===== src/rtl/tach_speed_meter_if.sv =====
// Fan tachometer meter signal bundle: control and tach inputs, measurement results out.
interface tach_speed_meter_if;
   logic       en_i;
   logic       clk_en_i;
   logic       tach_i;
   logic [7:0] speed_o;
   logic       valid_o;
   logic       stall_o;

   modport master (output en_i, clk_en_i, tach_i, input speed_o, valid_o, stall_o);
   modport slave  (input en_i, clk_en_i, tach_i, output speed_o, valid_o, stall_o);
endinterface


===== src/rtl/tach_speed_meter.sv =====
// Fan tachometer speed meter: synchronize and debounce tach, count falling edges per
// gate window of clk_en_i ticks, publish a saturated count plus a stall flag.
module tach_speed_meter #(
   parameter int DEBOUNCE_CYCLES = 15,
   parameter int GATE_TICKS      = 10,
   parameter int STALL_WINDOWS   = 3
) (
   input logic               clk,
   input logic               rst_n,
   tach_speed_meter_if.slave bus
);
   localparam logic [3:0] DEB_LAST  = 4'(DEBOUNCE_CYCLES - 1);
   localparam logic [7:0] GATE_LAST = 8'(GATE_TICKS - 1);
   localparam logic [3:0] STALL_TH  = 4'(STALL_WINDOWS);

   logic       sync1, sync2, tach_f;
   logic [3:0] deb_cnt;
   logic [7:0] tick_cnt, pulse_cnt, speed_q;
   logic [3:0] stall_cnt;
   logic       stall_q, valid_q;
   logic       differ, accept, pulse_ev, win_end;
   logic [7:0] pulse_nxt;
   logic [3:0] stall_nxt;

   // Synchronizer ignores en_i so the debouncer sees a settled level on re-enable.
   always_ff @(posedge clk) begin
      if (!rst_n) begin
         sync1 <= 1'b1;
         sync2 <= 1'b1;
      end else begin
         sync1 <= bus.tach_i;
         sync2 <= sync1;
      end
   end

   always_comb begin
      differ    = sync2 ^ tach_f;
      accept    = bus.en_i & differ & (deb_cnt == DEB_LAST);
      pulse_ev  = accept & tach_f;
      win_end   = bus.en_i & bus.clk_en_i & (tick_cnt == GATE_LAST);
      pulse_nxt = pulse_cnt;
      if (pulse_ev && (pulse_cnt != 8'hFF)) pulse_nxt = pulse_cnt + 8'd1;
      stall_nxt = 4'd0;
      if (pulse_nxt == 8'd0) stall_nxt = (stall_cnt == 4'hF) ? stall_cnt : stall_cnt + 4'd1;
   end

   always_ff @(posedge clk) begin
      if (!rst_n) begin
         tach_f  <= 1'b1;
         deb_cnt <= 4'd0;
      end else if (!bus.en_i || !differ) begin
         deb_cnt <= 4'd0;
      end else if (accept) begin
         tach_f  <= sync2;
         deb_cnt <= 4'd0;
      end else begin
         deb_cnt <= deb_cnt + 4'd1;
      end
   end

   // Window-end cycle folds its own pulse event into the result via pulse_nxt.
   always_ff @(posedge clk) begin
      if (!rst_n) begin
         tick_cnt  <= 8'd0;
         pulse_cnt <= 8'd0;
         speed_q   <= 8'd0;
         stall_cnt <= 4'd0;
         stall_q   <= 1'b0;
         valid_q   <= 1'b0;
      end else if (!bus.en_i) begin
         tick_cnt  <= 8'd0;
         pulse_cnt <= 8'd0;
         valid_q   <= 1'b0;
      end else begin
         valid_q <= win_end;
         if (win_end) begin
            tick_cnt  <= 8'd0;
            pulse_cnt <= 8'd0;
            speed_q   <= pulse_nxt;
            stall_cnt <= stall_nxt;
            stall_q   <= (stall_nxt >= STALL_TH);
         end else begin
            pulse_cnt <= pulse_nxt;
            if (bus.clk_en_i) tick_cnt <= tick_cnt + 8'd1;
         end
      end
   end

   assign bus.speed_o = speed_q;
   assign bus.valid_o = valid_q;
   assign bus.stall_o = stall_q;
endmodule


===== src/flat_wrapper.sv =====
// flat-port wrapper written by rule: the top's interface ports become plain ports
module tach_speed_meter_flat 
#(
   parameter int DEBOUNCE_CYCLES = 15,
   parameter int GATE_TICKS      = 10,
   parameter int STALL_WINDOWS   = 3
)
  (clk, rst_n, bus_en_i, bus_clk_en_i, bus_tach_i, bus_speed_o, bus_valid_o, bus_stall_o);
  tach_speed_meter_if bus_i ();
  input logic clk;
  input logic rst_n;
  input wire logic [$bits(bus_i.en_i)-1:0] bus_en_i;
  input wire logic [$bits(bus_i.clk_en_i)-1:0] bus_clk_en_i;
  input wire logic [$bits(bus_i.tach_i)-1:0] bus_tach_i;
  output wire logic [$bits(bus_i.speed_o)-1:0] bus_speed_o;
  output wire logic [$bits(bus_i.valid_o)-1:0] bus_valid_o;
  output wire logic [$bits(bus_i.stall_o)-1:0] bus_stall_o;
  assign bus_i.en_i = bus_en_i;
  assign bus_i.clk_en_i = bus_clk_en_i;
  assign bus_i.tach_i = bus_tach_i;
  assign bus_speed_o = bus_i.speed_o;
  assign bus_valid_o = bus_i.valid_o;
  assign bus_stall_o = bus_i.stall_o;
  tach_speed_meter #(.DEBOUNCE_CYCLES(DEBOUNCE_CYCLES), .GATE_TICKS(GATE_TICKS), .STALL_WINDOWS(STALL_WINDOWS)) u_core (.clk(clk), .rst_n(rst_n), .bus(bus_i));
endmodule

===== config.mk =====
export PLATFORM = sky130hd
export DESIGN_NAME = tach_speed_meter_flat
export DESIGN_NICKNAME = d
export VERILOG_FILES = /design/src/rtl/tach_speed_meter_if.sv /design/src/rtl/tach_speed_meter.sv /design/src/flat_wrapper.sv
export SDC_FILE = /design/constraint.sdc
export NUM_CORES = 1
export LEC_CHECK = 0
export CAP_MARGIN = 40
export CORE_MARGIN = 1.5
export CORE_UTILIZATION = 56
export DETAILED_ROUTE_END_ITERATION = 8
export PLACE_DENSITY_LB_ADDON = 0.05
export RECOVER_POWER = 100
export SLEW_MARGIN = 20
export SYNTH_ARGS = -nofsm -noshare
export SYNTH_HDL_FRONTEND = slang
export SYNTH_SLANG_ARGS = --single-unit

===== constraint.sdc =====
create_clock -name clk -period 2.88 [get_ports clk]
set_input_delay 0.72 -clock clk [delete_from_list [all_inputs] [get_ports clk]]
set_output_delay 0.72 -clock clk [all_outputs]
set_load 0.03 [all_outputs]

==> metrics.md <==
| Metric | Value |
|---|---|
| Status | `finished clean` |
| Final ANT Viol Nets | `0` |
| Max Used Layer | `met4` |
| Startpoint Class | `input port` |
| Root Buffer | `clkbuf_4` |
| R2R setup slack | `0.54 ns` |
| Clock Skews | `0.01184 ns` |
| Yosys top cell area share | `41.28%` |
| Fmax | `384.3 MHz` |
| Vias in the first global route | `1356` |
| Hold buffer count at cts | `0` |
| DP Worst Slack | `0.04607 ns` |
| Main synth FF type | `dfxtp_1` |
| Layout cell share with drive strength beyond 1 | `8.969%` |
| Syn Inst Count | `201` |
| Remaining Overflow, GRT | `0` |
| Initial antenna violation count | `0` |
| Max_slew headroom | `54.95%` |
| Post-synthesis cell type count | `48` |
| I/O pins | `15` |
| Final Hold Viols | `0` |
| Fin crit share | `90.36%` |
| Synth area leader | `dfxtp_1` |
| Netlist Area Pre-Place | `1794 µm²` |
| Unrepaired setup endpoints after global routing | `false` |
| Final GP Congestion | `0.9998` |
| Data required, critical path | `3.16 ns` |
| Total clock sinks | `37` |
| Met3 routed WL | `140 µm` |
| Clock latency on the worst-skew pair | `0.34 ns` |
| Initial Utilization | `58.77%` |
| CTS tree | `built` |
| Crit path time final | `2.602 ns` |
| DRC | `0` |
| Die Span X | `59.61 µm` |
| Total number of H-tree levels | `2` |
| Maximum root-to-sink buffer count | `2` |
| Die Area | `3553 µm²` |
| WL/cell | `13.21 µm` |
| Setup Total Neg Slack | `0 ns` |
| Worst VDD drop | `0.0003462 V` |
| CORE AREA | `3053 µm²` |
| Nets | `233` |
| Power per cell area | `393.7 nW/µm²` |
| Crit path kind | `in -> reg` |
| Setup violators final | `0` |
| FP Rows | `20` |
| Buffers added on ports | `14` |
| Min-delay src | `u_core.sync1` |
| Leakage | `0.7932 nW` |
| Vias per cell | `5.521` |
| Post-route setup slack | `0.2777 ns` |
| WHS Path Cells | `1` |
| CTS clk-pin slew, worst paths | `0.10 ns` |
| R2r worst-path depth | `8` |
| Hold WC Path Type | `reg -> reg` |
| Synth area leaders | `dfxtp_1, nor2_1, nand2_1` |
| Arr. time, crit path | `2.88 ns` |
| Vias | `1474` |
| DRT iter0 DRCs | `65` |
| Max Cap Viol | `0` |
| Flops & latches, synth | `37` |
| Largest net degree at the start of global routing | `18` |
| Tot GR Track Use | `22.62%` |
| Number of flops mapped to enable cells by yosys | `0` |
| TritonRoute pass-1 iters | `4` |
| Setup bufs post-CTS | `0` |
| Sequential element share of the synthesized area | `41.28%` |
| Worst-margin pin slew | `0.6758 ns` |
| Post-DP HPWL | `2.634 mm` |
| Avg Cell Area, Syn | `8.926 µm²` |
| Fin. max-slew vios | `0` |
| ANT cells | `0` |
| Final WL | `3.526 mm` |
| Ys async rst share | `0%` |
| Met1 Wirelength | `1.659 mm` |
| Met2 routed WL | `1.697 mm` |
| TritonCTS buffer count | `5` |
| Synth Warn # | `0` |
| Critical R2R Capture | `u_core.pulse_cnt[3]` |
| Area grow syn2layout | `13.39%` |
| Destination of the worst hold path | `u_core.sync2` |
| Crit end category | `register` |
| Syn nets | `212` |
| Die Y | `59.61 µm` |
| CTS resizes | `0` |
| Critical path fanouts, max | `16` |
| Global-route wire length before repair | `5.975 mm` |
| Worst R2R Start | `u_core.tick_cnt[1]` |
[layout make-up]
type                            count  area [µm²]
Clock buffer                        6       41.29
Clock inverter                      2       10.01
Fill cell                         275        1018
Inverter                            4       15.01
Multi-Input combinational cell    152       989.7
Sequential cell                    37       740.7
Tap cell                           44       55.05
Timing Repair Buffer               22       182.7
[cells by family (layout without fill, tap and decap cells)]
| logic type | count (synthesis) | in the layout | share of synthesized area (%) |
|---|---|---|---|
| AOI/OAI and AO/OA | 31 | 31 | 14.64 |
| and+or+nand+nor | 99 | 99 | 28.59 |
| muxes | 4 | 4 | 2.441 |
| DFF | 37 | 37 | 41.28 |
| xor gates and xnor gates | 12 | 12 | 5.858 |
| adders and majority gates | 6 | 6 | 4.184 |
| buffers and inverters | 12 | 34 | 2.998 |
[worst max path at each step]
stage	end	start
5_1_grt	u_core.pulse_cnt[3]	bus_en_i
3_3_place_gp	u_core.bus.stall_o	bus_en_i
3_5_place_dp	u_core.bus.stall_o	bus_en_i
6_report	u_core.pulse_cnt[3]	bus_en_i
2_1_floorplan	u_core.stall_cnt[2]	bus_en_i
4_1_cts	u_core.bus.stall_o	bus_en_i
[worst max-delay path, cell delays in order]
cell	delay (ns)
clkdlybuf4s50_1	0.43
clkbuf_1	0.13
and3_1	0.16
nand4b_1	0.09
clkbuf_1	0.53
nand3_1	0.39
clkbuf_2	0.30
nor2_1	0.13
[layer usage]
layer / vias up / global-route usage (%)
met2: 33 / 37.05
met4: 0 / 11.43
met3: 4 / 4.585
met5: - / 0
li1: 757 / -
met1: 680 / 28.09
[power breakdown]
group | internal [mW] | total (mW) | switching [mW] | leakage [nW]
sequential | 0.514 | 0.518 | 0.00345 | 0.299
clock | 0.0930 | 0.258 | 0.165 | 0.0320
combinational | 0.0109 | 0.0255 | 0.0146 | 0.462
total | 0.618 | 0.801 | 0.183 | 0.793
[cell usage after synthesis, types with 6 or more instances]
| library cell | number |
|---|---|
| nand3_1 | 9 |
| nand2_1 | 23 |
| and2_1 | 7 |
| clkbuf_1 | 6 |
| dfxtp_1 | 37 |
| xor2_1 | 8 |
| o21ai_0 | 7 |
| nand4_1 | 8 |
| nor2_1 | 27 |
| ha_1 | 6 |
[flip-flops by register name (all words and copies together), names as in the netlist]
| register | flops |
|---|---|
| u_core.bus.speed_o | 8 |
| u_core.bus.valid_o | 1 |
| u_core.bus.stall_o | 1 |
| u_core.stall_cnt | 4 |
| u_core.pulse_cnt | 8 |
| u_core.tick_cnt | 8 |
| u_core.sync2 | 1 |
| u_core.deb_cnt | 4 |
| u_core.tach_f | 1 |
| u_core.sync1 | 1 |
[placed cells by master, fill, tap and decap left out, drive strengths merged, types with 2 or more instances in the layout]
master | netlist | layout
o41ai | 2 | 2
nor2b | 3 | 3
and4 | 2 | 2
a31oi | 2 | 2
mux2i | 4 | 4
and4b | 2 | 2
nor2 | 27 | 27
inv | 4 | 4
xnor2 | 4 | 4
and2 | 7 | 7
clkinv | 0 | 2
o211ai | 3 | 3
a21oi | 2 | 2
o21ai | 7 | 7
and3 | 4 | 4
buf | 1 | 2
nand4 | 8 | 8
nand2b | 4 | 4
clkdlybuf4s50 | 0 | 2
o211a | 3 | 3
clkbuf | 7 | 12
nand3 | 9 | 9
dlygate4sd3 | 0 | 12
nand2 | 23 | 23
xor2 | 8 | 8
ha | 6 | 6
nor4 | 2 | 2
dfxtp | 37 | 37
nor3 | 2 | 2
[metrics by stage]
| stage | cell area (µm²) | total power, mW | cells | hold slack (ns) | utilization, % |
|---|---|---|---|---|---|
| 2_1_floorplan | 1794 | 0.5441 | 201 | 0.3863 | - |
| 4_1_cts | 2062 | 0.8149 | 267 | 0.4242 | 67.54 |
| 3_3_place_gp | 2011 | 0.5565 | 259 | 0.3966 | 65.86 |
| 5_1_grt | 2034 | 0.8358 | 267 | 0.4584 | 66.64 |
| 3_5_place_dp | 2011 | 0.5571 | 259 | 0.3951 | 65.86 |
| 6_report | 2034 | 0.8010 | 267 | 0.4145 | 66.64 |
Power figures use the tool's default switching activity.
